===== src/rtl/ps2_host_tx.sv =====
// PS/2 host-to-device transmitter: inhibit, request-to-send, clock out 8 data bits + odd parity + stop,
// check the device ack, with start and frame timeouts. Lines are open-drain (oe=1 pulls low).
module ps2_host_tx #(
    parameter int CLK_FREQ_HZ      = 50000000,
    parameter int INHIBIT_US       = 100,
    parameter int START_TIMEOUT_MS = 15,
    parameter int FRAME_TIMEOUT_MS = 2
) (
    input  logic       clk,
    input  logic       clrn,
    input  logic       ps2_clk_i,
    input  logic       ps2_data_i,
    output logic       ps2_clk_oe,
    output logic       ps2_data_oe,
    input  logic       tx_valid,
    input  logic [7:0] tx_data,
    output logic       tx_ready,
    output logic       busy,
    output logic       tx_done,
    output logic [1:0] tx_err
);
    localparam int NI   = CLK_FREQ_HZ / 1000000 * INHIBIT_US;
    localparam int NS   = CLK_FREQ_HZ / 1000 * START_TIMEOUT_MS;
    localparam int NF   = CLK_FREQ_HZ / 1000 * FRAME_TIMEOUT_MS;
    localparam int NMX1 = (NI > NS) ? NI : NS;
    localparam int NMAX = (NMX1 > NF) ? NMX1 : NF;
    localparam int TW   = $clog2(NMAX + 1);
    localparam logic [TW-1:0] NI_M1 = TW'(NI - 1);
    localparam logic [TW-1:0] NS_M1 = TW'(NS - 1);
    localparam logic [TW-1:0] NF_M1 = TW'(NF - 1);

    typedef enum logic [3:0] {
        IDLE, INHIBIT, START, REQ, SHIFT, ACK, WAIT_IDLE, ABORT, DONE
    } state_e;

    state_e          state_q, state_d;
    logic [TW-1:0]   tmr_q, tmr_d;
    logic [3:0]      n_q, n_d;
    logic [9:0]      sh_q, sh_d;
    logic            doe_q, doe_d;
    logic [1:0]      err_q, err_d;
    logic            c_s1_q, c_s2_q, c_prev_q;
    logic            d_s1_q, d_s2_q, d_prev_q;
    logic            fall, idle, in_frame;

    // Synchronizers reset high so a released bus does not look like an edge.
    always_ff @(posedge clk or negedge clrn) begin
        if (!clrn) begin
            c_s1_q <= 1'b1; c_s2_q <= 1'b1; c_prev_q <= 1'b1;
            d_s1_q <= 1'b1; d_s2_q <= 1'b1; d_prev_q <= 1'b1;
        end else begin
            c_s1_q <= ps2_clk_i;  c_s2_q <= c_s1_q; c_prev_q <= c_s2_q;
            d_s1_q <= ps2_data_i; d_s2_q <= d_s1_q; d_prev_q <= d_s2_q;
        end
    end

    assign fall     = c_prev_q & ~c_s2_q;
    assign idle     = c_s2_q & c_prev_q & d_s2_q & d_prev_q;
    assign in_frame = (state_q == SHIFT) || (state_q == ACK) || (state_q == WAIT_IDLE);

    always_ff @(posedge clk or negedge clrn) begin
        if (!clrn) begin
            state_q <= IDLE;
            tmr_q   <= '0;
            n_q     <= '0;
            sh_q    <= '0;
            doe_q   <= 1'b0;
            err_q   <= 2'b00;
        end else begin
            state_q <= state_d;
            tmr_q   <= tmr_d;
            n_q     <= n_d;
            sh_q    <= sh_d;
            doe_q   <= doe_d;
            err_q   <= err_d;
        end
    end

    always_comb begin
        state_d = state_q;
        tmr_d   = tmr_q;
        n_d     = n_q;
        sh_d    = sh_q;
        doe_d   = doe_q;
        err_d   = err_q;
        case (state_q)
            IDLE: begin
                tmr_d = '0;
                n_d   = '0;
                doe_d = 1'b0;
                if (tx_valid) begin
                    sh_d    = {1'b1, ~^tx_data, tx_data};
                    state_d = INHIBIT;
                end
            end
            INHIBIT: begin
                if (tmr_q == NI_M1) begin
                    tmr_d   = '0;
                    state_d = START;
                end else begin
                    tmr_d = tmr_q + 1'b1;
                end
            end
            START: begin
                tmr_d   = '0;
                state_d = REQ;
            end
            REQ: begin
                if (fall) begin
                    // First device fall puts D0 on the line; the frame timer counts this cycle.
                    doe_d   = ~sh_q[0];
                    sh_d    = {1'b0, sh_q[9:1]};
                    n_d     = 4'd1;
                    tmr_d   = TW'(1);
                    state_d = SHIFT;
                end else if (tmr_q == NS_M1) begin
                    err_d   = 2'b01;
                    state_d = ABORT;
                end else begin
                    tmr_d = tmr_q + 1'b1;
                end
            end
            SHIFT: begin
                tmr_d = tmr_q + 1'b1;
                if (fall) begin
                    doe_d = ~sh_q[0];
                    sh_d  = {1'b0, sh_q[9:1]};
                    n_d   = n_q + 4'd1;
                    if (n_q == 4'd9) state_d = ACK;
                end
            end
            ACK: begin
                tmr_d = tmr_q + 1'b1;
                if (fall) begin
                    if (!d_s2_q) begin
                        state_d = WAIT_IDLE;
                    end else begin
                        err_d   = 2'b11;
                        state_d = ABORT;
                    end
                end
            end
            WAIT_IDLE: begin
                tmr_d = tmr_q + 1'b1;
                if (idle) begin
                    err_d   = 2'b00;
                    state_d = DONE;
                end
            end
            ABORT:   state_d = IDLE;
            DONE:    state_d = IDLE;
            default: state_d = IDLE;
        endcase
        // Frame timeout outranks whatever the frame states decided this cycle.
        if (in_frame && (tmr_q == NF_M1)) begin
            err_d   = 2'b10;
            state_d = ABORT;
        end
    end

    assign ps2_clk_oe  = (state_q == INHIBIT) || (state_q == START);
    assign ps2_data_oe = (state_q == START) || (state_q == REQ) || ((state_q == SHIFT) && doe_q);
    assign tx_ready    = (state_q == IDLE);
    assign busy        = ~tx_ready;
    assign tx_done     = (state_q == DONE) || (state_q == ABORT);
    assign tx_err      = err_q;
endmodule


===== config.mk =====
export PLATFORM = sky130hd
export DESIGN_NAME = ps2_host_tx
export DESIGN_NICKNAME = d
export VERILOG_FILES = /design/src/rtl/ps2_host_tx.sv
export SDC_FILE = /design/constraint.sdc
export NUM_CORES = 1
export LEC_CHECK = 0
export CAP_MARGIN = 40
export CORE_AREA = 2 2 77 79
export DETAILED_ROUTE_END_ITERATION = 7
export DIE_AREA = 0 0 79 81
export DONT_BUFFER_PORTS = 1
export PLACE_DENSITY_LB_ADDON = 0.15
export SLEW_MARGIN = 20
export SYNTH_ARGS = -nofsm -noshare
export SYNTH_HDL_FRONTEND = slang
export SYNTH_SLANG_ARGS = --single-unit

===== constraint.sdc =====
create_clock -name clk -period 2.8 [get_ports clk]
set_clock_uncertainty 0.2 [all_clocks]
set_input_delay 0.42 -clock clk [delete_from_list [all_inputs] [get_ports clk]]
set_output_delay 0.42 -clock clk [all_outputs]
set_load 0.05 [all_outputs]

==> reports/results.ini, run 1 <==
[routing]
avgRoutedWirePerCell_um = 14.82
route.detailed.drc = 0
initialDrtViolationCount = 125
final_antenna_net_count = 0
routed_via_density = 5.559
via_count = 2118
dr.pass1.iters = 4
wl_mm = 5.645

[clock_tree]
root_buffer = clkbuf_8
htree_num_levels = 2
cts_buffers = 5
clk_pin_slew_worst_paths_ns = 0.10
cts_sinks = 47
cts_tree = built
postCtsSetupBuffers = 0
insertion_delay_ns = 0.31
cts.path.max_buffers = 2

[global_routing]
grt.overflow.total = 0
grt_pass1_wl_mm = 9.466
grt_usage_pct = 18.75
grt_pass1_vias = 1945
antenna_found_initial = 0
grt_max_degree = 48

[synth]
synth_area_per_cell_um2 = 9.425
ys_seq_area_share_pct = 43.76
syn_area_um2 = 2705
ys_ff_latch = 47
synth_fp_nets = 303
yosysUniqueCellTypes = 53
async_reset_ff_share_pct = 100.0
synth_ff_type = dfrtp_1
synth_edf_count = 0
synthCells = 287
yosysWarnings = 0

[final_layout]
antennaDiodeCount = 0
area_delta_synth_final_pct = 13.64
nets = 321
drive_gt1_share_pct = 15.69
post-route-util_pct = 54.17

[die]
die_y_um = 81
std_cell_rows = 28
die-area_um2 = 6399
die_w_um = 79
initial_utilization_pct = 47.66
io_pins = 20
core_um2 = 5675

[pwr]
ir_drop_v = 0.0005374
p_per_area_nw_per_um2 = 992.4
power.leakage_uw = 0.001325

[timing]
drv_slew = 0
tightestPinTransition_ns = 0.5224
min_period_ns = 2.588
max_slew_margin_pct = 65.10
setup_viol = 0
fmax_mhz = 386.4
hold_viol_final = 0
finalSetupTns_ns = 0
fin_crit_sh_pct = 92.43
rsz0062_at_grt = false

[worst_hold_path]
hp-class = input pin to flop

[setup_path]
cp.required_ns = 2.81
crit_type = flop to flop
worstSetupStartpointType = flop
endpoint_kind = flop
cp_max_fo = 10
worstPathArrival_ns = 2.59

[run_status]
run_status = finished clean

[flow_run]
cap_violations = 0

[place]
gp_congestion = 0.8290
hpwl_mm = 4.023
io_buffers = 0

-- cell families after synthesis --
family / after synthesis / synth area share (%)
adder cells (fa/ha/maj): 3 / 1.388
XOR/XNOR: 24 / 7.771
flip-flops: 47 / 43.76
buffers and inverters: 19 / 3.377
AO/OA/AOI/OAI: 52 / 12.63
multiplexers: 15 / 5.782
AND/OR/NAND/NOR: 127 / 25.30
-- repair_timing --
action,4_1_cts,5_1_grt
gates resized for setup,0,0
hold endpoints to repair,49,0
hold buffers,4,0
-- flip-flops by register name, indices dropped and copies added, names as in the netlist --
name and cells:
doe_q 1, tx_err 2, d_s1_q 1, c_s2_q 1, c_prev_q 1, d_prev_q 1
state_q 4, n_q 4, sh_q 10, tmr_q 20, d_s2_q 1, c_s1_q 1
-- metal layers --
layer | track usage, % | up-vias | wire length [um]
met2 | 28.81 | 37 | 2599
met3 | 3.667 | 6 | 200
li1 | - | 1054 | -
met1 | 27.11 | 1021 | 2778
met4 | 5.172 | 0 | 66
met5 | 0 | - | 0
-- placed cells by master (no fill, tap or decap), types with 3 or more instances in the layout --
master / instances
dfstp_2: 6
dfrtp_1: 41
nor2b_1: 3
nand3b_1: 5
nand4_1: 9
inv_1: 7
xor2_1: 11
nand3_1: 9
buf_4: 19
nor4_1: 5
clkbuf_8: 5
o21ai_0: 20
nand2b_1: 5
nand2_1: 31
ha_1: 3
nor2_1: 32
dlygate4sd3_1: 3
mux2i_1: 10
a21oi_1: 10
nor3_1: 5
and3_1: 5
mux2_2: 5
or4_1: 4
o31ai_1: 4
xnor2_1: 13
-- synthesized netlist by cell type, types with 2 or more instances --
master     n  area share [%]
a211o_1    2            0.65
o21ai_0   21             3.9
a21oi_2    2            0.65
buf_6      2            0.83
nand3_1    9             1.7
a31oi_1    2            0.46
inv_1      7            0.97
nor2_1    32             4.4
ha_1       3             1.4
or4_1      4             1.1
a21o_1     2            0.55
mux2i_1   10             3.7
nor2b_1    3            0.69
xor2_1    11             3.6
clkbuf_1   7            0.97
nor3_1     5            0.92
nand2b_1   5             1.2
dfstp_2    6             5.8
o31ai_1    4             1.1
a21oi_1   10             1.9
and3_1     5             1.2
xnor2_1   13             4.2
mux2_2     5             2.1
nor4bb_1   2            0.74
dfrtp_1   41              38
nor4_1     5             1.2
nand3b_1   5             1.4
nand2_1   31             4.3
nand4_1    9             2.1
-- stage by stage --
step	power [uW]	hold WS, ns	instance area, um2	cells	worst slack, ns
2_1_floorplan	2100	-0.07559	2705	287	0.1036
3_3_place_gp	2404	-0.07394	2869	368	0.2629
3_5_place_dp	2437	-0.07363	2877	369	0.2557
4_1_cts	3081	0.1042	3074	381	0.2347
5_1_grt	3272	0.1022	3074	381	0.1417
6_report	3051	0.1120	3074	381	0.2119
-- power breakdown --
group	internal (uW)	switching [uW]	total [uW]
Combinational	592	831	1420
Sequential	832	185	1020
Clock	362	248	611
Total	1790	1260	3050
-- path summary, 6_finish.rpt --
check	start	depth (start not counted)	slack, ns	to
max	tmr_q[11]$_DFFE_PN0P_	6	0.21	tmr_q[16]$_DFFE_PN0P_
min	tx_data[4]	2	0.11	sh_q[4]$_DFFE_PN0P_
max reg2reg	tmr_q[11]$_DFFE_PN0P_	6	0.21	tmr_q[16]$_DFFE_PN0P_
min reg2reg	c_s1_q$_DFF_PN1_	0	0.16	c_s2_q$_DFF_PN1_
max in group asynchronous	clrn	2	1.70	d_s1_q$_DFF_PN1_
min in group asynchronous	clrn	2	0.41	tx_err[0]$_DFFE_PN0P_
-- area by class of cell --
| cell class | count | area (um2) |
|---|---|---|
| Clock buffer | 5 | 68.82 |
| Multi-Input combinational cell | 221 | 1430 |
| Sequential cell | 47 | 1184 |
| Clock inverter | 3 | 71.32 |
| Tap cell | 75 | 93.84 |
| Inverter | 7 | 26.28 |
| Timing Repair Buffer | 23 | 200.2 |
| Fill cell | 528 | 2601 |
-- critical path: stages, from the launching register on --
cell	delay, ns
dfrtp_1	0.42
or4b_4	0.58
or4_4	0.51
o21a_1	0.36
nand4_1	0.21
xor2_1	0.16
nor2_1	0.05
(Power assumes the default switching activity.)
==> run 2, diff against run 1 <==
- GPL_TIMING_DRIVEN: unset -> 0
==> run 2 against run 1 <==
Net effect: worst setup slack worse by 0.025 ns; die area unchanged; largest power group unchanged; sequential power down 4%; combinational power is essentially flat; first-iteration DRC count is 17% lower; hold slack got worse by 0.0068 ns; cell count shrank 1.0%.
==> reports/results.ini, run 2 (synthesis gave the netlist of run 1 again) <==
[pwr]
p_total_uw = 2974
swShare_pct = 43.65
p_int_uw = 1676
ir_drop_v = 0.0004636
power.leakage_uw = 0.001269
clockPowerShare_pct = 18.1
power_switching_uw = 1298
p_comb_share_pct = 48.9
pwr-share-seq_pct = 33.0
p_per_area_nw_per_um2 = 983.1

[routing]
route.detailed.drc = 0
via_count = 2116
routed_via_density = 5.613
final_antenna_net_count = 0
wl_mm = 5.736
dr.pass1.iters = 4
avgRoutedWirePerCell_um = 15.21
initialDrtViolationCount = 104

[final_layout]
area_delta_synth_final_pct = 11.84
reg.largest.list = tmr_q (20), sh_q (10)
final_common_cell = dfrtp_1
nets = 317
largest_reg_flops = 20
most-common-layout-cells = dfrtp_1 (41), nor2_1 (32), nand2_1 (30), o21ai_0 (20), xnor2_1 (13)
antennaDiodeCount = 0
largest-register = tmr_q
drive_gt1_share_pct = 13.91
multi_input_area_um2 = 1449
final_area_um2 = 3025
stdcell_count = 377
regArea_um2 = 1184
fillCellCount = 547

[setup_path]
worst_path_largest_cell_delay_ns = 0.51
cp.required_ns = 2.79
worstPathArrival_ns = 2.60
r2r_slack_ns = 0.19
reg2regPathDepth = 6
worstSetupStartpointType = flop
crit_chain = nand4bb_1 -> nor4_1 -> o221ai_1 -> a21boi_0 -> o211a_1 -> mux2_2
crit_slowest_cell = nor4_1
endpoint_kind = flop
crit_type = flop to flop
reg2reg_to = state_q[1]$_DFFE_PN0P_
cp_max_fo = 7
reg2reg_from = tmr_q[4]$_DFFE_PN0P_

[die]
io_pins = 20
die_w_um = 79
die-area_um2 = 6399
core_um2 = 5675
initial_utilization_pct = 47.66
die_y_um = 81
std_cell_rows = 28

[global_routing]
antenna_found_initial = 0
grt_pass1_vias = 1953
grt.overflow.total = 0
grt_usage_pct = 19.01
grt_pass1_wl_mm = 9.618
grt_max_degree = 48

[clock_tree]
htree_num_levels = 2
cts_tree = built
cts.path.max_buffers = 2
root_buffer = clkbuf_8
cts_buffers = 5
clk_pin_slew_worst_paths_ns = 0.10
cts_sinks = 47
insertion_delay_ns = 0.31

[timing]
drv_slew = 0
fin_crit_sh_pct = 93.34
tightestPinTransition_ns = 0.8237
fmax_mhz = 382.6
rsz0062_at_grt = false
setup_viol = 0
hold_viol_final = 0
max_slew_margin_pct = 44.79
min_period_ns = 2.614

[flow_run]
cap_violations = 0

[run_status]
run_status = finished clean

[worst_hold_path]
hp-class = input pin to flop
holdPathEnd = sh_q[7]$_DFFE_PN0P_
hold_depth = 2
holdCritStartpoint = tx_data[7]

[place]
gp_congestion = 0.8680
io_buffers = 0
hpwl_mm = 4.052
dp.cells = 364
placedInstanceArea_um2 = 2819

[run 2: cell types whose count changed in the layout (fill, tap and decap cells not counted), moves of 2 or more]
| cell | before | now |
|---|---|---|
| buf_6 | 0 | 2 |
| clkbuf_1 | 0 | 5 |
| clkbuf_2 | 0 | 2 |
| buf_4 | 19 | 4 |
[run 2: power by group through the flow]
stage | Combinational [uW] | Clock (uW) | Sequential (uW)
3_3_place_gp | 1350 | 0 | 989
6_report | 1450 | 538 | 982
5_1_grt | 1620 | 572 | 1000
4_1_cts | 1440 | 545 | 982
2_1_floorplan | 1140 | 0 | 964
3_5_place_dp | 1400 | 0 | 994
[run 2: metal layers]
layer / track usage (%) / part of all wire (%) / vias to the layer above / wire, um
li1: - / - / 1049 / -
met1: 27.58 / 50 / 1019 / 2881
met2: 29.07 / 44 / 43 / 2549
met3: 3.889 / 4.2 / 5 / 243
met4: 5.172 / 1.1 / 0 / 62
met5: 0 / 0 / - / 0
[run 2: cell type report]
cell class                 count  area share, %
multi-input combinational    221          47.89
buffer                        12          2.233
clock inverter                 2          1.282
clock buffer                   6          2.730
tap                           75          3.102
inverter                       7         0.9926
sequential                    47          39.12
timing repair buffer           7          2.647
[run 2: worst max path at each step]
stage | to | depth (start not counted) | slack, ns | startpoint
floorplan | sh_q[9]$_DFFE_PN0P_ | 8 | 0.10 | state_q[2]$_DFFE_PN0P_
global placement | sh_q[9]$_DFFE_PN0P_ | 7 | -0.34 | state_q[0]$_DFFE_PN0P_
detailed placement | sh_q[6]$_DFFE_PN0P_ | 8 | -0.41 | state_q[0]$_DFFE_PN0P_
CTS | sh_q[6]$_DFFE_PN0P_ | 8 | 0.06 | state_q[0]$_DFFE_PN0P_
global route | ps2_data_oe | 6 | 0.02 | state_q[2]$_DFFE_PN0P_
finish | state_q[1]$_DFFE_PN0P_ | 6 | 0.19 | tmr_q[4]$_DFFE_PN0P_
[run 2: critical path, delay by kind of cell (launching register included)]
family | cells | cell delay (ns)
mux | 1 | 0.36
simple gates | 2 | 0.79
compound gates | 3 | 0.69
flops | 1 | 0.46
[run 2: timing repair]
item | in CTS | in global routing
hold buffers | 4 | 0
setup endpoints to repair | 12 | 23
resized for setup | 2 | 6
buffers inserted | 0 | 1
endpoints found under the hold margin | 49 | 0
pin swaps | 0 | 2
[run 2: metrics by stage]
stage	TNS, ns	util [%]	worst slack, ns	hold slack [ns]
3_3_place_gp	-3.134	49.32	-0.3395	-0.07404
3_5_place_dp	-3.757	49.67	-0.4070	-0.07354
5_1_grt	0	53.31	0.01590	0.1244
6_report	0	53.31	0.1864	0.1052
2_1_floorplan	0	-	0.1036	-0.07559
4_1_cts	0	52.93	0.05750	0.1045
